$ cat config.mk
export PLATFORM = sky130hd
export DESIGN_NAME = pc_sequencer
export DESIGN_NICKNAME = d
export VERILOG_FILES = /design/src/rtl/pc_sequencer.sv
export SDC_FILE = /design/constraint.sdc
export NUM_CORES = 1
export LEC_CHECK = 0
export CAP_MARGIN = 20
export CORE_MARGIN = 4
export CORE_UTILIZATION = 25
export CTS_BUF_LIST = sky130_fd_sc_hd__clkbuf_4 sky130_fd_sc_hd__clkbuf_8 sky130_fd_sc_hd__clkbuf_16
export DETAILED_ROUTE_END_ITERATION = 7
export PLACE_DENSITY = 0.5
export SYNTH_ARGS = -nofsm -noshare
export SYNTH_HDL_FRONTEND = slang
export SYNTH_SLANG_ARGS = --single-unit
$ cat constraint.sdc
create_clock -name clk -period 5.1 [get_ports clk]
set_input_delay 1.02 -clock clk [delete_from_list [all_inputs] [get_ports clk]]
set_output_delay 1.02 -clock clk [all_outputs]
set_load 0.01 [all_outputs]
$ cat src/rtl/pc_sequencer.sv
// pc_sequencer: program-counter sequencer for the MCU fetch path.
// Arbitrates control-flow requests into the next-PC mux select, supplies the
// sequential/return/interrupt operands, registers the new PC, and owns the
// return-address stack (RAS) and the single-level interrupt-in-service state.
// Optional build macro RAS_WRAP_EN: when defined, a push onto a full RAS
// overwrites the oldest entry instead of being dropped.
module pc_sequencer #(
  parameter int                ADDR_W       = 10,
  parameter int                STACK_DEPTH  = 4,
  parameter logic [ADDR_W-1:0] RESET_VECTOR = '0,
  parameter logic [ADDR_W-1:0] IRQ_VECTOR   = ADDR_W'(4)
) (
  input  logic              clk,
  input  logic              rst_n,
  input  logic              stall,
  input  logic              branch_taken,
  input  logic              jump,
  input  logic              call,
  input  logic              ret,
  input  logic              reti,
  input  logic              irq_req,
  input  logic [ADDR_W-1:0] next_pc,
  output logic [2:0]        sel,
  output logic [ADDR_W-1:0] pc,
  output logic [ADDR_W-1:0] pc_plus1,
  output logic [ADDR_W-1:0] ret_addr,
  output logic [ADDR_W-1:0] irq_vec,
  output logic              irq_ack,
  output logic              in_isr,
  output logic              ras_ovf,
  output logic              ras_unf
);

  localparam int IDX_W = (STACK_DEPTH > 1) ? $clog2(STACK_DEPTH) : 1;
  localparam int SP_W  = IDX_W + 1;

  logic [ADDR_W-1:0] pc_q, pc_d;
  logic [SP_W-1:0]   sp_q, sp_d;
  logic              in_isr_q, in_isr_d;
  logic              ovf_q, ovf_d;
  logic              unf_q, unf_d;
  logic [ADDR_W-1:0] stack_q [STACK_DEPTH];

  logic              irq_win;
  logic              push, pop;
  logic              ras_full, ras_empty;
  logic [IDX_W-1:0]  top_idx;
  logic              wr_en;
  logic [IDX_W-1:0]  wr_idx;
  logic [ADDR_W-1:0] push_val;
`ifdef RAS_WRAP_EN
  logic              shift_en;
`endif

  assign pc        = pc_q;
  assign pc_plus1  = pc_q + ADDR_W'(1);
  assign irq_vec   = IRQ_VECTOR;
  assign irq_ack   = irq_win;
  assign in_isr    = in_isr_q;
  assign ras_ovf   = ovf_q;
  assign ras_unf   = unf_q;
  assign ras_full  = (sp_q == SP_W'(STACK_DEPTH));
  assign ras_empty = (sp_q == '0);
  assign top_idx   = IDX_W'(sp_q - SP_W'(1));
  assign ret_addr  = ras_empty ? RESET_VECTOR : stack_q[top_idx];

  // Request arbitration, mux select and next-state for PC, RAS pointer and flags
  always_comb begin
    irq_win  = irq_req & ~in_isr_q & ~stall;
    sel      = 3'd0;
    pc_d     = pc_q;
    sp_d     = sp_q;
    in_isr_d = in_isr_q;
    ovf_d    = ovf_q;
    unf_d    = unf_q;
    wr_en    = 1'b0;
    wr_idx   = IDX_W'(sp_q);
`ifdef RAS_WRAP_EN
    shift_en = 1'b0;
`endif

    if (irq_win)                 sel = 3'd4;
    else if (ret | reti)         sel = 3'd3;
    else if (call | jump)        sel = 3'd2;
    else if (branch_taken)       sel = 3'd1;

    // An accepted interrupt saves the preempted PC so it re-executes after reti
    push_val = irq_win ? pc_q : pc_plus1;
    push     = ~stall & (irq_win | (call & ~ret & ~reti));
    pop      = ~stall & ~irq_win & (ret | reti);

    if (!stall) pc_d = next_pc;

    if (push) begin
      if (!ras_full) begin
        sp_d  = sp_q + SP_W'(1);
        wr_en = 1'b1;
      end else begin
        ovf_d = 1'b1;
`ifdef RAS_WRAP_EN
        shift_en = 1'b1;
`endif
      end
    end

    if (pop) begin
      if (!ras_empty) sp_d  = sp_q - SP_W'(1);
      else            unf_d = 1'b1;
    end

    if (irq_win)              in_isr_d = 1'b1;
    else if (pop && reti)     in_isr_d = 1'b0;
  end

  // Control state register; reset wins over stall
  always_ff @(posedge clk) begin
    if (!rst_n) begin
      pc_q     <= RESET_VECTOR;
      sp_q     <= '0;
      in_isr_q <= 1'b0;
      ovf_q    <= 1'b0;
      unf_q    <= 1'b0;
    end else begin
      pc_q     <= pc_d;
      sp_q     <= sp_d;
      in_isr_q <= in_isr_d;
      ovf_q    <= ovf_d;
      unf_q    <= unf_d;
    end
  end

  // RAS storage; contents are invalidated by the pointer reset, not cleared
  always_ff @(posedge clk) begin
    if (wr_en) begin
      stack_q[wr_idx] <= push_val;
    end
`ifdef RAS_WRAP_EN
    else if (shift_en) begin
      for (int i = 0; i < STACK_DEPTH - 1; i++) begin
        stack_q[i] <= stack_q[i+1];
      end
      stack_q[STACK_DEPTH-1] <= push_val;
    end
`endif
  end

endmodule

## Yosys cells after proc, flatten, opt, wreduce, memory -nomap -nowiden

Memories as Yosys holds them, arrays and structs flattened.
Cells that the tools add are included.

- Add/subtract/negate cells: 3
- $mul: 0
- Div/mod/pow operators: 0
- $lt $le $gt $ge: 0
- Equal/unequal tests: 1
- Shift operators: 0
- Mux-type cells: 16
- Bitwise logic cells: 15
- Reductions and logical operators: 5

Operators with widths:

| operator | count |
|---|---|
| $mux 10 | 2 |
| $mux 3 | 5 |
| $add 10x1->10 const B | 1 |
| $and 1x1->1 | 7 |
| $mux 1 | 7 |
| $not 1->1 | 5 |
| $mux 2 | 2 |
| $reduce_and 2->1 | 2 |
| $add 3x1->3 const B | 1 |
| $eq 3x3->1 const B | 1 |
| $logic_not 3->1 | 1 |
| $or 1x1->1 | 3 |
| $sub 3x1->3 const B | 1 |
| $reduce_bool 2->1 | 1 |
| $logic_and 1x1->1 | 1 |

- Flip-flop bits (word level): 16
- Latch bits: 0
- RAM bits: 40
- Memory bits (read-only): 0
- Input port bits: 19
- Output and inout port bits: 47
- Logic and storage cells: 46
- Memories kept: 1

Memories:

| memory | depth | width | read ports | clocked after memory_dff | wr ports | line | RTL |
|---|---|---|---|---|---|---|---|
| stack_q | 4 | 10 | 1 | 0 | 1 | 42 | `logic [ADDR_W-1:0] stack_q [STACK_DEPTH];` |

## Depth between registers and ports, before layout

- Word-level depth: 9
- Mapped depth: 8
- Mapped depth without buffers: 6

## Least setup slack after synthesis

OpenSTA, ideal clock, no wires.

- Path type: reg2out
- Start point: register sp_q[0]
- End point: output ret_addr[1]
- Arrival: 1.972 ns
- Data required time: 4.080 ns
- Setup slack: 2.108 ns
- Cell stages (with the launch flop): 7
- Buffers on the path: 2
- Path through: dfxtp_1 buf_2 inv_1 ha_1 buf_1 mux4_2 nor2b_1

- Longest elaborated chain between the ends: 3
- Elaborated cells on any way between the ends: 4
- Those cells by class: 1 x add/sub; 1 x mux; 1 x reduce/logical; 1 x memory

Ends and longest elaborated chain:

| item | line | RTL |
|---|---|---|
| start: declaration | 38 | `logic [SP_W-1:0] sp_q, sp_d;` |
| start signal: assignment | 125 | `sp_q <= sp_d;` |
| $sub 3x1->3 | -- |  |
| $mem_v2 4x10 | -- |  |
| $mux 10 (*) | 65 | `assign ret_addr = ras_empty ? RESET_VECTOR : stack_q[top_idx];` |
| end: declaration | 26 | `output logic [ADDR_W-1:0] ret_addr,` |

Mark *: on every way between the ends. The rest lies on a longest branch, timed or not.

## Worst setup path in the final report

- Start point: input stall
- End point: output sel[0]

- Longest elaborated chain between the ends: 3

Ends and longest elaborated chain:

| item | line | RTL |
|---|---|---|
| start: declaration | 15 | `input logic stall,` |
| $not 1->1 | 69 | `irq_win = irq_req & ~in_isr_q & ~stall;` |
| $and 1x1->1 | 69 |  |
| $mux 3 | 82 | `if (irq_win) sel = 3'd4;` |
| end: declaration | 23 | `output logic [2:0] sel,` |

Every way passes these cells.

==> metrics.txt <==
status completed; # DRC 0; min-delay worst type reg2reg; GR Overflow Total 0; via/cell ratio 4.15; post-route minimum period 3930 ps; WP data arrival 2910 ps; Routed WL per cell 14.2 um; post-synth top area cell edfxtp_1; postcts setup bufs 0; final setup violation count 0; Crit Path Class in2out; Hold Crit Depth 2; first-pass GRT wire length 9290 um; commonest non-fill, non-tap cell in the layout clkdlybuf4s50_1; core area 0.0103 mm2; Hold Startpoint ras_unf$_SDFFE_PN0P_; Die H 111 um; final number of max-transition violations 0; CP required 4080 ps; clock network power share 21.6%; initial antenna violation count 0; clock sink count 56; final hold violation count 0; RSZ-0062 raised after global routing false; Initial Utilization 25.7%; TritonCTS buffer count 5; maximum clock insertion buffer count 2; async set-reset flop share out of synthesis 0%; Net Sw Frac 29.9%; Pre-Repair DR Iteration Count 4; dpl hpwl 4090 um; internal power 0.830 mW; Clock Skew 13.0 ps; clock slew at reported path FFs 100 ps; Slew @ Worst Pin 560 ps; NetSw 0.353 mW; final worst-path cycle share 77.0%; Synth Flop Type edfxtp_1; leakage 1.22 nW; top post-synthesis cells by area edfxtp_1, dfxtp_1, mux4_2; vias post-DR 1635; CTS tree yes; Reg area 0.00152 mm2; maximum vdd drop 0.134 mV; total wire length 5610 um; Post-CTS Resized 0; Post-Syn Area 0.00265 mm2; RR Endpoint stack_q[2][1]$_DFFE_PP_; row count 37; Reg2Reg Setup Slack 2850 ps; pin count of the biggest net entering global routing 20; CTS root buffer clkbuf_8; cell count of the worst reg-to-reg path 5; vias in the first global route 1804; WHS Endpoint ras_unf$_SDFFE_PN0P_; I/O Buffers 55; Post-synth EDFFs 40; most frequent cells in the layout clkdlybuf4s50_1, edfxtp_1, nor2_1; Syn Inst Count 206; synth warn 0; Reg2Reg Launch Point in_isr$_SDFFE_PN0P_; share of cells above drive strength 1 8.91%; hold_buf cts 0; Seq pwr share 46.2%; gp weighted congestion 0.713; IO Pins 66; pwr dens 349 mW/mm2; multi-input logic area 0.00100 mm2; nets 282; Max Fanout on Critical Path 15; Relative slew margins 62.2%; Routed Antenna Nets 0; Antenna diodes 0; fill cell count 1049; Die W 111 um; top-area cell type share of the netlist area 45.3%; Netlist cell types 34; setup TNS 0 ps; Highest Clock Rate 255 MHz; WHS 481 ps; Seq/Total Area, Yosys 57.4%; crit end category output port; H-Tree Depth 2; area delta synth->final 27.8%; startpoint types primary input; GRT Util Overall 9.24%; MaxCap Viol Count 0; Die ar. 0.0123 mm2; Mean Syn Cell Area 12.9 um2; Clk Latency, worst-skew pair 310 ps; initial drt markers 50; #FFs+latches synth 56; combinational power share 32.2%
[synthesized netlist by cell type, drive strengths merged (2+ instances only)]
cell,number
edfxtp,40
nor2,17
buf,16
dfxtp,16
nor2b,13
mux2i,11
nand2,11
xnor2,11
mux4,10
and3,7
clkbuf,6
ha,6
inv,6
xor2,6
a21oi,4
nand3,4
nand4,3
nor3,3
o21ai,3
conb,2
[worst max-delay path, stage by stage]
cell and delay, ps:
clkdlybuf4s50_1 450, buf_4 230, nand2b_1 370, inv_4 130, a21oi_1 140, clkdlybuf4s50_1 550
[per-layer routing]
metal | part of all wire [%] | GRT usage, % | up-vias
met5 | 0 | 0 | -
met4 | 0.62 | 1.72 | 0
met3 | 6.7 | 3.55 | 4
met2 | 44 | 14.6 | 49
met1 | 48 | 12.2 | 768
li1 | - | - | 814
[power by group through the flow]
stage	clock network, mW	registers [mW]	logic [mW]
after floorplan	0	0.554	0.227
after global placement	0	0.557	0.391
after detailed placement	0	0.558	0.392
after CTS	0.265	0.547	0.393
after global routing	0.283	0.551	0.423
final	0.255	0.547	0.381
[how the worst max path moves through the flow]
stage	from	endpoint	slack, ps	cells past startpoint
after floorplan	sp_q[0]$_SDFF_PN0_	ret_addr[1]	2110	6
after detailed placement	stall	sel[1]	1160	6
after global placement	stall	sel[0]	1190	6
after CTS	stall	sel[1]	1150	6
after global routing	stall	sel[1]	1020	6
final	stall	sel[0]	1170	6
[sequential cells by signal, summed over array words and instances (netlist names)]
register  flops
in_isr        1
pc           10
ras_ovf       1
ras_unf       1
sp_q          3
stack_q      40
[through the flow]
| step | util [%] | total power, mW | area (um2) | worst slack, ps | cells |
|---|---|---|---|---|---|
| floorplan | - | 0.781 | 2680 | 2110 | 214 |
| global placement | 31.9 | 0.948 | 3290 | 1190 | 386 |
| CTS | 32.8 | 1.21 | 3390 | 1150 | 394 |
| finish | 32.8 | 1.18 | 3390 | 1170 | 394 |
| detailed placement | 31.9 | 0.949 | 3290 | 1160 | 386 |
| global route | 32.8 | 1.26 | 3390 | 1020 | 394 |
[final cells by class]
cell class / instances / area share (%)
Clock buffer: 5 / 2.03
Clock inverter: 3 / 0.812
Inverter: 6 / 0.738
Multi-Input combinational cell: 130 / 29.6
Sequential cell: 56 / 44.9
Tap cell: 136 / 5.02
Timing Repair Buffer: 58 / 16.9
[cell families (layout without fill, tap and decap cells)]
family / Yosys count / after routing / synth area share (%)
compound gates: 13 / 13 / 3.35
xor+xnor: 17 / 17 / 5.62
fa+ha+maj: 6 / 6 / 2.83
buf+inv: 28 / 72 / 5.90
flops: 56 / 56 / 57.4
mux: 21 / 21 / 12.6
other cells: 2 / 10 / 0.283
simple gates: 63 / 63 / 12.0
Power figures use the tool's default switching activity.
